<file path="config.mk">
export PLATFORM = sky130hd
export DESIGN_NAME = mem_port_arbiter
export DESIGN_NICKNAME = d
export VERILOG_FILES = /design/src/rtl/mem_port_arbiter.sv
export SDC_FILE = /design/constraint.sdc
export NUM_CORES = 1
export LEC_CHECK = 0
export CORE_AREA = 8 8 198 200
export CTS_BUF_LIST = sky130_fd_sc_hd__clkbuf_16
export CTS_CLUSTER_DIAMETER = 30
export DETAILED_ROUTE_END_ITERATION = 12
export DIE_AREA = 0 0 206 208
export PLACE_DENSITY = 0.7
export SLEW_MARGIN = 40
export SYNTH_ARGS = -nofsm -noshare
export SYNTH_HDL_FRONTEND = slang
export SYNTH_SLANG_ARGS = --single-unit
</file>
<file path="constraint.sdc">
create_clock -name CLK -period 2.95 [get_ports CLK]
set_input_delay 0.4425 -clock CLK [delete_from_list [all_inputs] [get_ports CLK]]
set_output_delay 0.4425 -clock CLK [all_outputs]
set_load 0.1 [all_outputs]
</file>
<file path="src/rtl/mem_port_arbiter.sv">
// Shares the single data-memory port between the IF and MEM stages: alternating arbitration,
// alignment check, registered downstream command. Optional timeout abort via MEM_ARB_TIMEOUT_EN.
module mem_port_arbiter #(
  parameter int TIMEOUT_CYC = 64
) (
  input  logic        CLK,
  input  logic        RESET_N,
  input  logic        IF_REQ,
  input  logic [63:0] IF_ADDR,
  output logic [63:0] IF_RDATA,
  output logic        IF_RVALID,
  output logic        IF_FAULT,
  output logic        IF_STALL,
  input  logic        MEM_REQ,
  input  logic        MEM_WE,
  input  logic [1:0]  MEM_SIZE,
  input  logic [63:0] MEM_ADDR,
  input  logic [63:0] MEM_WDATA,
  output logic [63:0] MEM_RDATA,
  output logic        MEM_RVALID,
  output logic        MEM_FAULT,
  output logic        MEM_STALL,
  output logic        M_REQ,
  output logic        M_WE,
  output logic [1:0]  M_SIZE,
  output logic [63:0] M_ADDR,
  output logic [63:0] M_WDATA,
  input  logic        M_READY,
  input  logic        M_RVALID,
  input  logic [63:0] M_RDATA
);

  typedef enum logic [1:0] {S_IDLE, S_ISSUE, S_WAIT, S_RESP} state_e;

  state_e      state_q, state_d;
  logic        last_mem_q, last_mem_d;
  logic        owner_mem_q, owner_mem_d;
  logic        cmd_we_q, cmd_we_d;
  logic [1:0]  cmd_size_q, cmd_size_d;
  logic [63:0] cmd_addr_q, cmd_addr_d;
  logic [63:0] cmd_wdata_q, cmd_wdata_d;
  logic [63:0] if_rdata_q, if_rdata_d;
  logic [63:0] mem_rdata_q, mem_rdata_d;
  logic        if_fault_q, if_fault_d;
  logic        mem_fault_q, mem_fault_d;

  logic        stale_q;
  logic        tmo_hit;
  logic        grant_mem;
  logic        misaligned;
  logic [1:0]  sel_size;
  logic [63:0] sel_addr;
  logic        resp_wr;
  logic        resp_fault;
  logic [63:0] resp_data;

  always_comb begin
    state_d     = state_q;
    last_mem_d  = last_mem_q;
    owner_mem_d = owner_mem_q;
    cmd_we_d    = cmd_we_q;
    cmd_size_d  = cmd_size_q;
    cmd_addr_d  = cmd_addr_q;
    cmd_wdata_d = cmd_wdata_q;
    resp_wr     = 1'b0;
    resp_fault  = 1'b0;
    resp_data   = '0;

    // Tie goes to whoever was not granted last
    grant_mem = MEM_REQ && (!IF_REQ || !last_mem_q);
    sel_size  = grant_mem ? MEM_SIZE : 2'b10;
    sel_addr  = grant_mem ? MEM_ADDR : IF_ADDR;

    misaligned = 1'b0;
    case (sel_size)
      2'b00:   misaligned = 1'b0;
      2'b01:   misaligned = sel_addr[0];
      2'b10:   misaligned = |sel_addr[1:0];
      default: misaligned = |sel_addr[2:0];
    endcase

    case (state_q)
      S_IDLE: begin
        if (!stale_q && (IF_REQ || MEM_REQ)) begin
          owner_mem_d = grant_mem;
          last_mem_d  = grant_mem;
          cmd_we_d    = grant_mem && MEM_WE;
          cmd_size_d  = sel_size;
          cmd_addr_d  = sel_addr;
          cmd_wdata_d = grant_mem ? MEM_WDATA : '0;
          if (misaligned) begin
            state_d    = S_RESP;
            resp_wr    = 1'b1;
            resp_fault = 1'b1;
          end else begin
            state_d = S_ISSUE;
          end
        end
      end
      S_ISSUE: begin
        if (tmo_hit) begin
          state_d    = S_RESP;
          resp_wr    = 1'b1;
          resp_fault = 1'b1;
        end else if (M_READY) begin
          state_d = S_WAIT;
        end
      end
      S_WAIT: begin
        // A real response wins over a timeout landing in the same cycle
        if (M_RVALID) begin
          state_d   = S_RESP;
          resp_wr   = 1'b1;
          resp_data = cmd_we_q ? '0 : M_RDATA;
        end else if (tmo_hit) begin
          state_d    = S_RESP;
          resp_wr    = 1'b1;
          resp_fault = 1'b1;
        end
      end
      default: state_d = S_IDLE;
    endcase

    if_rdata_d  = if_rdata_q;
    if_fault_d  = if_fault_q;
    mem_rdata_d = mem_rdata_q;
    mem_fault_d = mem_fault_q;
    if (resp_wr && owner_mem_d) begin
      mem_rdata_d = resp_data;
      mem_fault_d = resp_fault;
    end else if (resp_wr) begin
      if_rdata_d = resp_data;
      if_fault_d = resp_fault;
    end
  end

  always_ff @(posedge CLK or negedge RESET_N) begin
    if (!RESET_N) begin
      state_q     <= S_IDLE;
      last_mem_q  <= 1'b0;
      owner_mem_q <= 1'b0;
      cmd_we_q    <= 1'b0;
      cmd_size_q  <= 2'b00;
      cmd_addr_q  <= '0;
      cmd_wdata_q <= '0;
      if_rdata_q  <= '0;
      mem_rdata_q <= '0;
      if_fault_q  <= 1'b0;
      mem_fault_q <= 1'b0;
    end else begin
      state_q     <= state_d;
      last_mem_q  <= last_mem_d;
      owner_mem_q <= owner_mem_d;
      cmd_we_q    <= cmd_we_d;
      cmd_size_q  <= cmd_size_d;
      cmd_addr_q  <= cmd_addr_d;
      cmd_wdata_q <= cmd_wdata_d;
      if_rdata_q  <= if_rdata_d;
      mem_rdata_q <= mem_rdata_d;
      if_fault_q  <= if_fault_d;
      mem_fault_q <= mem_fault_d;
    end
  end

`ifdef MEM_ARB_TIMEOUT_EN
  localparam int TW = $clog2(TIMEOUT_CYC) + 1;

  logic [TW-1:0] tmo_cnt_q, tmo_cnt_d;
  logic          stale_d;

  assign tmo_hit = (state_q == S_ISSUE || state_q == S_WAIT) && (tmo_cnt_q == '0);

  // An abort after the command was accepted leaves one response in flight to swallow
  always_comb begin
    tmo_cnt_d = tmo_cnt_q;
    stale_d   = stale_q && !M_RVALID;
    if (state_q == S_IDLE && state_d == S_ISSUE) begin
      tmo_cnt_d = TW'(TIMEOUT_CYC - 1);
    end else if ((state_q == S_ISSUE || state_q == S_WAIT) && tmo_cnt_q != '0) begin
      tmo_cnt_d = tmo_cnt_q - TW'(1);
    end
    if (tmo_hit && ((state_q == S_ISSUE && M_READY) || (state_q == S_WAIT && !M_RVALID))) begin
      stale_d = 1'b1;
    end
  end

  always_ff @(posedge CLK or negedge RESET_N) begin
    if (!RESET_N) begin
      tmo_cnt_q <= '0;
      stale_q   <= 1'b0;
    end else begin
      tmo_cnt_q <= tmo_cnt_d;
      stale_q   <= stale_d;
    end
  end
`else
  assign tmo_hit = 1'b0;
  assign stale_q = 1'b0;
`endif

  assign IF_RVALID  = (state_q == S_RESP) && !owner_mem_q;
  assign MEM_RVALID = (state_q == S_RESP) && owner_mem_q;
  assign IF_RDATA   = if_rdata_q;
  assign IF_FAULT   = if_fault_q;
  assign MEM_RDATA  = mem_rdata_q;
  assign MEM_FAULT  = mem_fault_q;
  // Gated by reset so every output reads zero while reset is held
  assign IF_STALL   = RESET_N && IF_REQ && !IF_RVALID;
  assign MEM_STALL  = RESET_N && MEM_REQ && !MEM_RVALID;

  assign M_REQ   = (state_q == S_ISSUE);
  assign M_WE    = cmd_we_q;
  assign M_SIZE  = cmd_size_q;
  assign M_ADDR  = cmd_addr_q;
  assign M_WDATA = cmd_wdata_q;

endmodule

</file>
Word-level counts from Yosys, hierarchy flattened:

Index checks and enable logic that the tools add are counted.

* reduce and logical (&&, ||, !) cells: 23
* muxes and demuxes: 19
* equality and inequality tests: 8
* bitwise logic cells: 1

Operators by type and width (number)
* $mux W64: 5
* $mux W2: 5
* $logic_and A1 B1 Y1: 9
* $eq A2 B2 Y1 const B: 3
* $mux W1: 6
* $pmux W2 S3: 1
* $logic_not A1 Y1: 5
* $eq A2 B1 Y1 const B: 2
* $logic_not A2 Y1: 2
* $ne A2 B2 Y1 const B: 2
* $reduce_and A2 Y1: 2
* $pmux W1 S3: 1
* $reduce_and A3 Y1: 1
* $reduce_or A3 Y1: 1
* $logic_or A1 B1 Y1: 2
* $ne A2 B1 Y1 const B: 1
* $pmux W1 S2: 1
* $reduce_or A2 Y1: 1
* $not A1 Y1: 1

* output and inout bits: 266
* bits of input ports: 265
* word-level logic and storage cells: 62
* register bits after elaboration: 265

Depth between registers and ports, before layout:

Gate-level depths: netlist of the first run.

* word-level depth: 12
* gate-level depth with buffers: 9
* gate-level depth less buffers: 7

Least setup slack after synthesis of the first run:

No wires, ideal clock.

* path type: register to output
* start point: register state_q[0]
* end point: output port IF_STALL
* path slack: -0.394 ns
* arrival: 2.902 ns
* stages on the path, launching flop included: 4
* cell sequence: dfrtp_1 ha_1 nor2b_1 nor2_1

* longest elaborated chain between the ends: 4

Ends and longest elaborated chain
* start: declaration: line 35 `state_e state_q, state_d;`
* start signal: assignment: line 151 `state_q <= state_d;`
* $eq A2 B2 Y1: line 201 `assign IF_RVALID = (state_q == S_RESP) && !owner_mem_q;`
* $logic_and A1 B1 Y1: line 201
* net IF_RVALID: line 11 `output logic IF_RVALID,`
* $logic_not A1 Y1: line 208 `assign IF_STALL = RESET_N && IF_REQ && !IF_RVALID;`
* $logic_and A1 B1 Y1: line 208
* end: declaration: line 13 `output logic IF_STALL,`

The timed path passes the listed nets, and every way through them passes these cells.

Worst setup path in the final report of the first run:

* start point: register state_q[1]
* end point: register mem_rdata_q[12] (netlist: MEM_RDATA[12])

* longest elaborated chain between the ends: 3

Ends and longest elaborated chain
* $eq A2 B2 Y1 / $logic_not A2 Y1 (equally long branches): line 82 `case (state_q)`
* $pmux W1 S2 / $mux W1 (equally long branches): line 82
* $logic_and A1 B1 Y1: line 128 `if (resp_wr && owner_mem_d) begin`
* end signal: assignment: line 159 `mem_rdata_q <= mem_rdata_d;`
* end: declaration: line 43 `logic [63:0] mem_rdata_q, mem_rdata_d;`

Several ways; a longest one is shown, not always the timed one.
A chain may end at the register's enable or synchronous reset.

==> results of run 1 <==
[metrics by stage]
step | hold WS, ns | worst slack [ns] | std cells | utilization, % | instance area, µm²
2_1_floorplan | 0.147 | 0.0143 | 1111 | - | 11700
3_3_place_gp | 0.311 | 0.309 | 2043 | 47.3 | 17100
3_5_place_dp | 0.313 | 0.265 | 2043 | 47.3 | 17100
4_1_cts | 0.315 | 0.569 | 2166 | 53.4 | 19300
5_1_grt | 0.348 | 0.387 | 2167 | 53.4 | 19300
6_report | 0.347 | 0.508 | 2169 | 53.4 | 19300
[per-layer routing]
metal | wire (µm) | track usage (%)
met3 | 4300 | 7.77
met5 | 37 | 0
met4 | 1610 | 9.40
met2 | 21800 | 33.8
met1 | 16300 | 21.8
[area by class of cell]
class / count / area share (%)
well taps: 468 / 3.04
inverters: 7 / 0.136
flip-flops and latches: 265 / 34.4
repair buffers: 557 / 26.3
clock inverters: 53 / 2.41
clock buffers: 69 / 8.95
multi-input cells: 748 / 24.8
diodes: 2 / 0.0260
[cell families after synthesis]
kind of cell | count (synthesis) | synth area share (%)
flip-flops | 265 | 56.5
adder cells (fa/ha/maj) | 5 | 0.533
AO/OA/AOI/OAI | 278 | 16.4
buffers and inverters | 98 | 3.32
AND/OR/NAND/NOR | 337 | 12.3
multiplexers | 128 | 10.9
[synth_stat cells]
| cell | number | area share [%] |
|---|---|---|
| clkbuf_1 | 65 | 2.1 |
| and2_1 | 2 | 0.11 |
| a31o_1 | 49 | 3.7 |
| buf_1 | 9 | 0.29 |
| a211oi_1 | 1 | 0.064 |
| o2bb2ai_1 | 1 | 0.075 |
| dfrtp_1 | 265 | 57 |
| o21ai_1 | 1 | 0.043 |
| o211ai_1 | 1 | 0.064 |
| a22o_1 | 66 | 4.9 |
| inv_1 | 7 | 0.22 |
| a31o_2 | 15 | 1.1 |
| a21boi_2 | 1 | 0.096 |
| or3b_1 | 1 | 0.075 |
| ha_1 | 5 | 0.53 |
| buf_2 | 17 | 0.73 |
| o21ai_0 | 131 | 5.6 |
| a222oi_1 | 1 | 0.085 |
| o31ai_1 | 3 | 0.19 |
| nand2_1 | 134 | 4.3 |
| nand2b_1 | 64 | 3.4 |
| a21o_1 | 2 | 0.13 |
| o2111ai_1 | 1 | 0.075 |
| o21bai_1 | 1 | 0.064 |
| mux2i_1 | 128 | 11 |
| o21a_1 | 2 | 0.13 |
| nor2_1 | 133 | 4.3 |
| a21oi_1 | 2 | 0.085 |
| nor2b_1 | 3 | 0.16 |
[state kept, by name (all words and copies together), names as in the netlist]
signal / cells
last_mem_q: 1
M_SIZE: 2
IF_FAULT: 1
owner_mem_q: 1
MEM_FAULT: 1
M_WDATA: 64
M_WE: 1
state_q: 2
M_ADDR: 64
MEM_RDATA: 64
IF_RDATA: 64
[repair_timing]
action                                  in CTS  in global routing
buffers inserted                             0                  0
hold buffers                                 1                  0
gates resized for setup                      0                  0
endpoints found under the setup margin       0                  0
endpoints found under the hold margin       24                  0
[worst min-delay path by stage]
stage | from | endpoint | slack [ns] | depth (start not counted)
after floorplan | RESET_N | IF_FAULT | 0.15 | 0
after global placement | RESET_N | MEM_RDATA[35] | 0.31 | 1
after detailed placement | RESET_N | MEM_RDATA[35] | 0.31 | 1
after CTS | RESET_N | MEM_RDATA[35] | 0.32 | 2
after global routing | RESET_N | MEM_RDATA[35] | 0.35 | 2
final | RESET_N | MEM_RDATA[35] | 0.35 | 2
[worst register-to-register path, stage by stage, from the launching register on]
cell and delay, ns:
dfrtp_1 0.41, inv_1 0.12, ha_1 0.33, o21a_1 0.23
and2_2 0.16, or3b_2 0.47, buf_12 0.20, a31o_2 0.41
[placed cells by master, fill, tap and decap left out, types with 2 or more instances in the layout]
cell and n:
inv_1 13, buf_4 275, o21ai_4 2, clkinv_2 15
mux2i_1 128, a31o_1 49, a22o_1 66, ha_1 5
a21o_1 2, bufinv_16 6, nand2_1 133, a31o_2 15
diode_2 2, dfrtp_1 265, clkdlybuf4s50_1 263, buf_12 16
nor2b_1 2, clkinv_1 9, o21ai_0 130, o31ai_1 3
o21a_1 2, clkinvlp_4 9, nand2b_1 64, clkinv_4 3
a21oi_1 2, inv_6 3, clkinv_8 2, nor2_1 132
clkbuf_16 69
==> results.toml, run 1 <==
[grt]
grt_usage_pct = 20.0
antenna_found_initial = 5
grt_pass1_vias = 11115
grt_overflow = 0
grt_pass1_wl_um = 66800
grt_max_degree = 145

[setup_path]
cp_cell_sequence = "inv_1 > ha_1 > o21a_1 > and2_2 > or3b_2 > buf_12 > a31o_2"
max_stage_delay_ns = 0.47
endpoint = "MEM_RDATA[12]"
slowest_stage = "or3b_2"
r2r-start = "state_q[1]"
path_buf_inv = 2
cp_max_fo = 65
cp.required_ns = 3.37
ff2ff_setup_slack_ns = 0.51
reg2reg_depth = 7
cp_data_arrival_time_ns = 2.87
cp_top_family = "simple AND/OR/NAND/NOR gates"
worstSetupPathType = "flop to flop"
worst-path-stages = 7
rr_endpoint = "MEM_RDATA[12]"
start_kind = "flop"
critPathCaptureType = "flop"
crit_path_start = "state_q[1]"

[final_layout]
syn2layout_area_growth_pct = 64.4
fillers = 3216
fin_nets = 1917
drive_above_1_share_pct = 25.0
multi_input_comb_area_um2 = 4780
regArea_um2 = 6630

[sta]
rsz0062_at_grt = "no"
finalCritPeriodShare_pct = 82.8
worst_pin_slew_ns = 0.738
setup_tns_ns = 0
timing.final.crit_period_ns = 2.44
maxSlewViolCount = 0
max_slew_margin_pct = 50.8
setup_viol = 0
finalHoldViolations = 0
fmax_mhz = 410
skew_ns = 0.0189

[route]
ant_nets = 0
viasPerCell = 4.75
wl_um = 44100
vias = 10308
drt_iter0_drc = 481
first_pass_iters = 5
wl_per_cell_um = 20.3
drc = 0

[synth]
ys_seq_area_share_pct = 56.5
synth_area_um2 = 11700
ys_warn_count = 0
synth.avg_cell_area_um2 = 10.6
syn_nets = 1381
synth-seq-cells = 265
syn_inst = 1111
ys_types = 29

[clocking]
clk_latency_ns = 0.55
root_buffer = "clkbuf_16"
h-tree-depth = 3
cts_max_path_buffers = 3
cts_buffers = 68
clk_pin_slew_ns = 0.04
cts_sinks = 265
cts_tree = "yes"

[placement]
io_buffers = 530
dp_hpwl_um = 33400
gp_congestion = 0.810

[status]
status = "finished clean"

[floorplan]
core_um2 = 36100
pin_count = 531
rows = 70
die_x_um = 206
initial_core_util_pct = 32.5
die_y_um = 208
die_area_um2 = 42800

[min_path]
min_path_type = "primary input to asynchronous set/reset pin"

[flow_run]
cap_violations = 0
Power of run 1 is not shown: default switching activity piles up to over one toggle a cycle in this logic, so the estimate is an artifact.
==> inputs of run 2 (changes only) <==
--- a/config.mk
+++ b/config.mk
@@ -5,12 +5,12 @@
 export SDC_FILE = /design/constraint.sdc
 export NUM_CORES = 1
 export LEC_CHECK = 0
-export CORE_AREA = 8 8 198 200
+export CORE_AREA = 8 8 201 203
 export CTS_BUF_LIST = sky130_fd_sc_hd__clkbuf_16
 export CTS_CLUSTER_DIAMETER = 30
 export DETAILED_ROUTE_END_ITERATION = 12
-export DIE_AREA = 0 0 206 208
-export PLACE_DENSITY = 0.7
+export DIE_AREA = 0 0 209 211
+export PLACE_DENSITY = 0.71
 export SLEW_MARGIN = 40
 export SYNTH_ARGS = -nofsm -noshare
 export SYNTH_HDL_FRONTEND = slang
==> constraint.sdc (replaced) <==
create_clock -name CLK -period 2 [get_ports CLK]
set_input_delay 0.3 -clock CLK [delete_from_list [all_inputs] [get_ports CLK]]
set_output_delay 0.3 -clock CLK [all_outputs]
set_load 0.1 [all_outputs]
==> results.toml, run 2 (synthesized netlist as in run 1, its figures left out) <==
[setup_path]
rr_endpoint = "MEM_RDATA[22]"
reg2reg_depth = 7
cp_data_arrival_time_ns = 1.73
max_stage_delay_ns = 0.40
cp_max_fo = 2
slowest_stage = "dfrtp_1"
path_buf_inv = 2
start_kind = "flop"
cp_top_family = "flip-flops"
cp.required_ns = 1.70
cp_cell_sequence = "buf_6 > ha_4 > and2_4 > nor2_4 > buf_12"
worstSetupPathType = "flop to output pin"
critPathCaptureType = "output pin"
ff2ff_setup_slack_ns = 0.03
r2r-start = "state_q[0]"

[route]
ant_nets = 0
drc = 0
first_pass_iters = 4
viasPerCell = 4.82
drt_iter0_drc = 396
wl_per_cell_um = 21.7
wl_um = 48200
vias = 10721

[min_path]
worstHoldEndpoint = "M_WDATA[12]"
hold_start = "MEM_WDATA[12]"
min_path_type = "primary input to flop"
holdPathStages = 2

[sta]
maxSlewViolCount = 0
setup_tns_ns = -0.0496
timing.final.crit_period_ns = 2.03
layout_setup_ws_ns = -0.0259
hold_slack_ns = 0.302
worst_pin_slew_ns = 0.770
rsz0062_at_grt = "yes"
max_slew_margin_pct = 48.7
skew_ns = 0.0182
setup_viol = 3
finalCritPeriodShare_pct = 101
fmax_mhz = 494
finalHoldViolations = 0

[final_layout]
layout_common_cells = "301 x buf_4, 265 x dfrtp_1, 263 x clkdlybuf4s50_1"
final_common_cell = "buf_4"
syn2layout_area_growth_pct = 71.4
drive_above_1_share_pct = 27.4
final_cells = 2225
fin_nets = 1968
utilization_pct = 54.1

[flow_run]
cap_violations = 0

[floorplan]
initial_core_util_pct = 31.6
die_area_um2 = 44100
rows = 71
die_y_um = 211
die_x_um = 209
core_um2 = 37100
pin_count = 531

[grt]
antenna_found_initial = 6
grt_usage_pct = 20.0
grt_max_degree = 109
grt_pass1_wl_um = 68900
grt_pass1_vias = 11291
grt_overflow = 0

[placement]
dp.cells = 2089
dp_hpwl_um = 34700
gp_congestion = 0.798
io_buffers = 530

[clocking]
clk_pin_slew_ns = 0.05
root_buffer = "clkbuf_16"
cts_tree = "yes"
cts_sinks = 265
cts_buffers = 60
h-tree-depth = 2
cts_max_path_buffers = 3
clk_latency_ns = 0.59

[status]
failed_checks = "negative setup slack"
status = "finished, violations left"
[run 2: per-stage QoR]
stage          setup WS [ns]  instance area, µm²
6_report             -0.0259               20100
5_1_grt              -0.0853               20100
4_1_cts              -0.0820               19600
3_5_place_dp          -0.359               17600
3_3_place_gp          -0.340               17600
2_1_floorplan        -0.0201               11800
[run 2: cell type report]
type	instances	area [µm²]
Clock buffer	60	1500
Multi-Input combinational cell	749	4970
Inverter	7	26.3
Sequential cell	265	6630
Tap cell	474	593
Timing Repair Buffer	615	5900
Clock inverter	52	478
Antenna cell	3	7.51
Fill cell	3252	17000
[run 2: worst max path at each step]
stage,start,end,slack [ns],cells past startpoint
2_1_floorplan,state_q[1],MEM_RDATA[24],-0.02,9
3_3_place_gp,IF_REQ,MEM_RDATA[1],-0.34,6
3_5_place_dp,IF_REQ,MEM_RDATA[3],-0.36,6
4_1_cts,state_q[0],MEM_STALL,-0.08,5
5_1_grt,state_q[0],MEM_STALL,-0.09,5
6_report,state_q[0],MEM_STALL,-0.03,5
[run 2: layer usage]
metal	vias up	wire, µm	global-route usage (%)
met4	6	1500	7.63
met2	420	24600	34.9
met3	78	3940	7.92
met5	-	36	0
met1	5148	18100	21.8
li1	5069	-	-
[run 2: what timing repair did]
item | CTS | global route
hold buffers | 1 | 0
setup endpoints to repair | 65 | 98
hold endpoints to repair | 265 | 0
resized for setup | 9 | 28
cloned | 1 | 11
pin swaps | 3 | 44
setup buffers | 3 | 5
Power of run 2 is left out for the same reason.
